## src/rtl/scsi_xfer_seq.sv

```systemverilog
// scsi_xfer_seq: SCSI bus-cycle sequencer for CPU register accesses and DREQ-driven DMA byte transfers.
// Ports:
//   CLK, nRST                    clock (rising edge), asynchronous active-low reset
//   CPUREQ, RW                   CPU register access request and direction (1 = read SCSI)
//   DMAENA, DMADIR, DREQ_        DMA enable, direction (1 = SCSI to FIFO), active-low DMA request
//   FIFOFULL, FIFOEMPTY          FIFO flow-control status
//   SCSI_CS, DACK, RE, WE        SCSI-side select/acknowledge and read/write strobes
//   S2CPU, CPU2S, S2F, F2S       data-path steering
//   SET_DSACK, INCBO, INCNI, INCNO  one-cycle completion/increment pulses
//   BO                           current FIFO byte lane
//   BUSY                         sequencer not idle
module scsi_xfer_seq #(
    parameter int SETUP_CYC      = 1,
    parameter int STRB_CYC       = 2,
    parameter int HOLD_CYC       = 1,
    parameter int BYTES_PER_WORD = 4,
    parameter int BO_W           = $clog2(BYTES_PER_WORD)
) (
    input  logic            CLK,
    input  logic            nRST,
    input  logic            CPUREQ,
    input  logic            RW,
    input  logic            DMAENA,
    input  logic            DMADIR,
    input  logic            DREQ_,
    input  logic            FIFOFULL,
    input  logic            FIFOEMPTY,
    output logic            SCSI_CS,
    output logic            DACK,
    output logic            RE,
    output logic            WE,
    output logic            S2CPU,
    output logic            CPU2S,
    output logic            S2F,
    output logic            F2S,
    output logic            SET_DSACK,
    output logic            INCBO,
    output logic            INCNI,
    output logic            INCNO,
    output logic [BO_W-1:0] BO,
    output logic            BUSY
);
    typedef enum logic [2:0] {
        IDLE, CPU_SETUP, CPU_STRB, CPU_HOLD, DMA_SETUP, DMA_STRB, DMA_HOLD
    } state_t;

    localparam logic [3:0] SETUP_LD = 4'(SETUP_CYC - 1);
    localparam logic [3:0] STRB_LD  = 4'(STRB_CYC - 1);
    localparam logic [3:0] HOLD_LD  = 4'(HOLD_CYC - 1);

    state_t     state, state_nx;
    logic [3:0] cnt, cnt_nx;
    logic       cyc_rd, cyc_rd_nx, cyc_dir, cyc_dir_nx;
    logic       last, dma_ok, wrap, cpu, dma;

    assign last   = cnt == 4'd0;
    assign dma_ok = DMAENA & ~DREQ_ & (DMADIR ? ~FIFOFULL : ~FIFOEMPTY);
    assign wrap   = BO == BO_W'(BYTES_PER_WORD - 1);

    always_comb begin
        state_nx   = state;
        cnt_nx     = last ? cnt : cnt - 4'd1;
        cyc_rd_nx  = cyc_rd;
        cyc_dir_nx = cyc_dir;
        case (state)
            IDLE:
                if (CPUREQ) begin
                    state_nx  = CPU_SETUP;
                    cnt_nx    = SETUP_LD;
                    cyc_rd_nx = RW;
                end else if (dma_ok) begin
                    state_nx   = DMA_SETUP;
                    cnt_nx     = SETUP_LD;
                    cyc_dir_nx = DMADIR;
                end
            CPU_SETUP: if (last) begin state_nx = CPU_STRB; cnt_nx = STRB_LD; end
            CPU_STRB:  if (last) begin state_nx = CPU_HOLD; cnt_nx = HOLD_LD; end
            CPU_HOLD:  if (last) state_nx = IDLE;
            DMA_SETUP: if (last) begin state_nx = DMA_STRB; cnt_nx = STRB_LD; end
            DMA_STRB:  if (last) begin state_nx = DMA_HOLD; cnt_nx = HOLD_LD; end
            DMA_HOLD:  if (last) state_nx = IDLE;
            default:   state_nx = IDLE;
        endcase
    end

    always_ff @(posedge CLK or negedge nRST) begin
        if (!nRST) begin
            state   <= IDLE;
            cnt     <= '0;
            cyc_rd  <= 1'b0;
            cyc_dir <= 1'b0;
            BO      <= '0;
        end else begin
            state   <= state_nx;
            cnt     <= cnt_nx;
            cyc_rd  <= cyc_rd_nx;
            cyc_dir <= cyc_dir_nx;
            // A partial word is dropped when DMA is disabled while idle.
            BO      <= INCBO ? (wrap ? '0 : BO + 1'b1) :
                       (state == IDLE && !DMAENA) ? '0 : BO;
        end
    end

    assign cpu       = state inside {CPU_SETUP, CPU_STRB, CPU_HOLD};
    assign dma       = state inside {DMA_SETUP, DMA_STRB, DMA_HOLD};
    assign SCSI_CS   = cpu;
    assign DACK      = dma;
    assign RE        = (state == CPU_STRB & cyc_rd) | (state == DMA_STRB & cyc_dir);
    assign WE        = (state == CPU_STRB & ~cyc_rd) | (state == DMA_STRB & ~cyc_dir);
    assign CPU2S     = cpu & ~cyc_rd;
    assign S2CPU     = cyc_rd & (state == CPU_STRB | state == CPU_HOLD);
    assign F2S       = dma & ~cyc_dir;
    assign S2F       = cyc_dir & (state == DMA_STRB | state == DMA_HOLD);
    assign SET_DSACK = state == CPU_HOLD & last;
    assign INCBO     = state == DMA_HOLD & last;
    assign INCNI     = INCBO & wrap & cyc_dir;
    assign INCNO     = INCBO & wrap & ~cyc_dir;
    assign BUSY      = state != IDLE;
endmodule

```

## config.mk

```make
export PLATFORM = sky130hd
export DESIGN_NAME = scsi_xfer_seq
export DESIGN_NICKNAME = d
export VERILOG_FILES = /design/src/rtl/scsi_xfer_seq.sv
export SDC_FILE = /design/constraint.sdc
export NUM_CORES = 1
export LEC_CHECK = 0
export BUFFER_PORTS_ARGS = -buffer_cell sky130_fd_sc_hd__clkbuf_2
export CORE_MARGIN = 1.5
export CORE_UTILIZATION = 44
export CTS_CLUSTER_DIAMETER = 100
export DETAILED_ROUTE_END_ITERATION = 10
export PLACE_DENSITY = 0.73
export SKIP_CTS_REPAIR_TIMING = 1
export SLEW_MARGIN = 20
export SYNTH_ARGS = -nofsm -noshare
export SYNTH_HDL_FRONTEND = slang
export SYNTH_SLANG_ARGS = --single-unit
```

## constraint.sdc

```tcl
create_clock -name CLK -period 1.83 [get_ports CLK]
set_clock_uncertainty 0.05 [all_clocks]
set_input_delay 0.183 -clock CLK [delete_from_list [all_inputs] [get_ports CLK]]
set_output_delay 0.183 -clock CLK [all_outputs]
set_load 0.05 [all_outputs]
```

## Yosys cells after proc, flatten, opt, wreduce, memory -nomap -nowiden

Index checks and enable logic that the tools add are counted.

| word-level totals | value |
|---|---|
| latch bits | 0 |
| output and inout bits | 15 |
| logic and storage cells | 77 |
| input port bits | 9 |
| register bits after elaboration | 11 |
| bits in read-only memories | 0 |
| memory bits (writable) | 0 |
| memories kept | 0 |

| operators by class | value |
|---|---|
| shifts and indexed selects | 0 |
| bitwise logic cells | 25 |
| multiply operators | 0 |
| reduce and logical (&&, ||, !) cells | 14 |
| $lt $le $gt $ge | 0 |
| add/subtract/negate cells | 2 |
| equality and inequality tests | 13 |
| div/mod/pow operators | 0 |
| multiplexer cells | 18 |

Operators with widths:

| cell | count |
|---|---|
| 2-to-1 mux 3 bit | 7 |
| 2-to-1 mux 4 bit | 5 |
| case mux 3 bit (6 select lines) | 1 |
| bitwise AND 1 bit | 15 |
| case mux 4 bit (3 select lines) | 1 |
| == test 3 bit (second input constant) | 3 |
| nonzero test 3 bit | 3 |
| != test 2 bit (second input constant) | 4 |
| == test 3 x 2 -> 1 bit (second input constant) | 2 |
| 2-to-1 mux 2 bit | 3 |
| NOT 1 bit | 6 |
| AND reduction 6 bit | 1 |
| OR reduction 2 bit | 3 |
| logical NOT 4 bit | 1 |
| bitwise OR 1 bit | 4 |
| subtractor 4 x 1 -> 4 bit (second input constant) | 1 |
| == test 3 x 1 -> 1 bit (second input constant) | 1 |
| logical NOT 3 bit | 1 |
| != test 3 bit (second input constant) | 1 |
| AND reduction 3 bit | 1 |
| adder 2 x 1 -> 2 bit (second input constant) | 1 |
| == test 2 bit (second input constant) | 1 |
| != test 2 x 1 -> 1 bit (second input constant) | 1 |
| AND reduction 2 bit | 1 |
| other kinds (4) | 4 |

## Logic depth before layout (Yosys ltp)

| logic depth | value |
|---|---|
| word-level depth | 6 |
| mapped depth | 9 |
| mapped depth without buffers | 9 |

## Least setup slack after synthesis

No wires, ideal clock.

| timing | value |
|---|---|
| path kind | register -> output |
| from | register cnt[0] |
| to | output port INCNO |
| stages on the path, launching flop included | 8 |
| arrival | 2.379 ns |
| slack | -0.782 ns |
| buffers on the path | 0 |
| data required time | 1.597 ns |
| cells stage by stage | dfrtp_1 -> inv_1 -> ha_1 -> nor3b_4 -> inv_4 -> nor3_4 -> nand2_1 -> nor2_1 |

| on the way | value |
|---|---|
| cells in the longest elaborated chain, start to end | 4 |

Ends and longest elaborated chain:

| element | RTL line | RTL |
|---|---|---|
| start: declaration | 52 | `logic [3:0] cnt, cnt_nx;` |
| start signal: assignment | 95 | `cnt <= cnt_nx;` |
| logical NOT 4 bit | 56 | `assign last = cnt == 4'd0;` |
| bitwise AND 1 bit | 115 | `assign INCBO = state == DMA_HOLD & last;` |
| via INCBO | 37 | `output logic INCBO,` |
| bitwise AND 1 bit (2 in series) | 117 | `assign INCNO = INCBO & wrap & ~cyc_dir;` |
| end: declaration | 39 | `output logic INCNO,` |

The timed path passes the listed nets, and every way through them passes these cells.

## Worst setup path after layout

| timing | value |
|---|---|
| from | register cnt[1] |
| to | output port INCNI |

| on the way | value |
|---|---|
| cells in the longest elaborated chain, start to end | 4 |

Ends and longest elaborated chain:

| element | RTL line | RTL |
|---|---|---|
| logical NOT 4 bit | 56 |  |
| bitwise AND 1 bit | 115 |  |
| bitwise AND 1 bit (2 in series) | 116 | `assign INCNI = INCBO & wrap & cyc_dir;` |
| end: declaration | 38 | `output logic INCNI,` |

No other way between the ends.

==> out/summary.txt <==
==========================================================================================
Pin count of the biggest net entering global routing                                    18
Layout filler cell count                                                               133
Initial Util                                                                         0.464
Die Area                                                                          2040 um2
Final standard cell area without fillers                                          1180 um2
Clk Tree Root Cell                                                                clkbuf_4
Number of setup violations in the final report                                           6
Signed area change from the synthesized netlist to the final layout                  51.0%
Worst Reg-to-Reg Cells                                                                  10
Category of the critical setup timing path                                    flip-flop to primary output
Area of the core                                                                  1690 um2
Final Slew Violations                                                                    0
Net count after synthesis                                                              108
Startpoint Class                                                                 flip-flop
RSZ-0062 raised after global routing                                                   yes
Share of layout cells above drive strength 1                                         0.530
Post-Syn Instances                                                                      95
Ys Warns                                                                                 0
Final core utilization                                                               0.700
Worst-skew pair later-pin latency                                                  0.27 ns
Overall track demand over capacity in global routing                                 0.208
Ports placed on the boundary                                                            24
Global route overflow                                                                    0
DRT Pass-1 Iters                                                                         4
Synth cell types                                                                        28
Crit Reg-Reg Endpoint                                                         cnt[0]$_DFF_PN0_
Placed inst area                                                                  1020 um2
PnR Total Power                                                                    2210 uW
Kind of end point of the critical path                                        primary output
DRC violations left                                                                      0
Leakage power                                                                  0.000542 uW
RePlAce Congestion                                                                   0.791
Area leader, netlist                                                               dfrtp_1
Die H                                                                              45.2 um
Clock buffers created by TritonCTS                                                       3
Slew @ Worst Pin                                                                  0.464 ns
Startpoint of the most critical hold path                                               RW
Relative slew slack                                                                  0.688
Sink count of the clock tree                                                            11
Areal power density over the cells                                             1860 nW/um2
Delay of the slowest cell on the worst path                                        0.41 ns
Worst Hold Endpoint                                                           cyc_rd$_DFFE_PN0P_
Share of the yosys chip area belonging to registers                                  0.351
Synthesis-stage register bit count                                                      11
Library cell contributing the largest single delay on the critical path            dfrtp_1
Final net count                                                                        146
Clock edge transition at the registers on the reported setup and hold paths        0.08 ns
Largest fanout on the critical path                                                      5
Worst Path Arrival                                                                 1.79 ns
PnR worst setup slack                                                            -0.193 ns
Violations in the final reports                                               setup timing
Final wirelength                                                                   2060 um
Number of cells traversed by the worst hold path                                         2
Number of endpoints with negative hold slack in the final report                         0
Max H-tree Level                                                                         1
Via count of the first global-routing pass                                             726
Maximum clock insertion buffer count                                                     2
First-pass GRT wire length                                                         3120 um
Antenna diodes                                                                           0
Portion of synthesized cell area occupied by the leading cell type                   0.351
Max VDD drop                                                                     0.00104 V
Period Utilization, post-route                                                        1.11
Avg Synthesized Cell Area                                                         8.24 um2
Accumulated negative setup slack                                                 -0.733 ns
Remaining antenna violation count after routing                                          0
Critical R2R Launch                                                           cnt[1]$_DFF_PN0_
Die Width                                                                          45.2 um
Drt via density                                                                       5.59
Top cells by area in the synthesized netlist                                  dfrtp_1, a21oi_1, ha_1
Initial detailed-routing violation count                                                14
Core Rows                                                                               15
Max cap viols                                                                            0
Required time of the worst setup path                                              1.60 ns
Initial antenna violation count                                                          0
Total via count after detailed routing                                                 833
R2R setup slack                                                                   -0.03 ns
Post-synth design cell area                                                        783 um2
Clock period minus worst slack                                                     2.02 ns
Status                                                                        finished with violations
Number of buffers added on ports                                                        23
Average wire length per cell after detail routing                                  13.8 um
Final hold slack                                                                 0.0914 ns
Highest clock rate                                                                 494 MHz
TritonCTS clock tree                                                                   yes
Path category of the worst min-delay check                                    primary input to flip-flop
Cell chain of the critical path                                               inv_2, ha_4, nor3b_4, inv_4, nor3_4, and3_4, buf_8
Post-DP HPWL                                                                       1410 um
==========================================================================================
## synthesized netlist by cell type, drive strengths merged
library cell and instances:
ha 4, nand2 6, nand3b 1, nand2b 3
o21ai 4, dfrtp 11, o31ai 2, or3 1
a22o 2, o22ai 1, nor2 11, or2 2
o21a 1, and3 2, nor4 1, nor2b 1
a21oi 14, nor3 6, o32ai 2, inv 6
a31oi 2, mux2 3, clkbuf 6, nor3b 2
a221oi 1
## critical path: cells and delay by family (launching register included)
kind | cells | cell delay, ns
flops | 1 | 0.41
fa+ha+maj | 1 | 0.14
buf+inv | 3 | 0.30
simple gates | 3 | 0.67
## layout make-up
cell class	instances	area, um2	share of cell area
clock buffer	3	22.5	0.0190
clock inverter	1	5.00	0.00423
inverter	6	28.8	0.0243
multi-input combinational	72	554	0.469
sequential	11	278	0.235
tap	17	21.3	0.0180
timing repair buffer	39	273	0.231
## placed cells by master, fill, tap and decap left out, types with 3 or more instances in the layout
cell type  synthesis  routed
clkbuf_2           0      16
buf_4              0      15
a21oi_1           14      11
dfrtp_1           11       9
nor2_1            11       9
nand2_1            6       5
nor3_1             5       4
buf_6              0       4
mux2_2             3       3
nand2b_1           3       3
o21ai_0            4       3
a21oi_2            0       3
clkbuf_4           0       3
## state kept, by name (all words and copies together) (netlist names)
| signal | flops |
|---|---|
| cyc_rd | 1 |
| state | 3 |
| cnt | 4 |
| BO | 2 |
| cyc_dir | 1 |
## per-layer routing
metal  wire (um)  share of wire  global-route usage
met2        1030           0.50               0.329
met4           6         0.0029              0.0706
met5           0              0                   0
met3          85          0.041              0.0240
met1         944           0.46               0.295
## cells by family after synthesis
group / Yosys count / share of synthesized area
buffers and inverters: 12 / 0.0607
AOI/OAI and AO/OA: 29 / 0.224
muxes: 3 / 0.0431
DFF: 11 / 0.351
and+or+nand+nor: 36 / 0.257
adders and majority gates: 4 / 0.0639
## where the power goes
group,switching [uW],internal [uW],leakage (uW),total (uW)
Combinational,936,626,0.000388,1560
Sequential,127,347,0.000137,473
Clock,88.5,80.9,0.0000177,169
## how the worst max path moves through the flow
| stage | from | to | depth (start not counted) |
|---|---|---|---|
| 2_1_floorplan | cnt[0]$_DFF_PN0_ | INCNO | 7 |
| 3_3_place_gp | cnt[1]$_DFF_PN0_ | INCNI | 7 |
| 3_5_place_dp | cnt[1]$_DFF_PN0_ | INCNO | 8 |
| 4_1_cts | cnt[1]$_DFF_PN0_ | INCNO | 8 |
| 5_1_grt | cnt[1]$_DFF_PN0_ | INCNI | 7 |
| 6_report | cnt[1]$_DFF_PN0_ | INCNI | 7 |
## metrics by stage
step	setup slack, ns	cells
after floorplan	-0.401	95
after global placement	0.0541	136
after detailed placement	0.00174	136
after CTS	-0.306	140
after global routing	-0.312	149
final	-0.193	149
No activity file was read; power rests on OpenSTA's default activity.
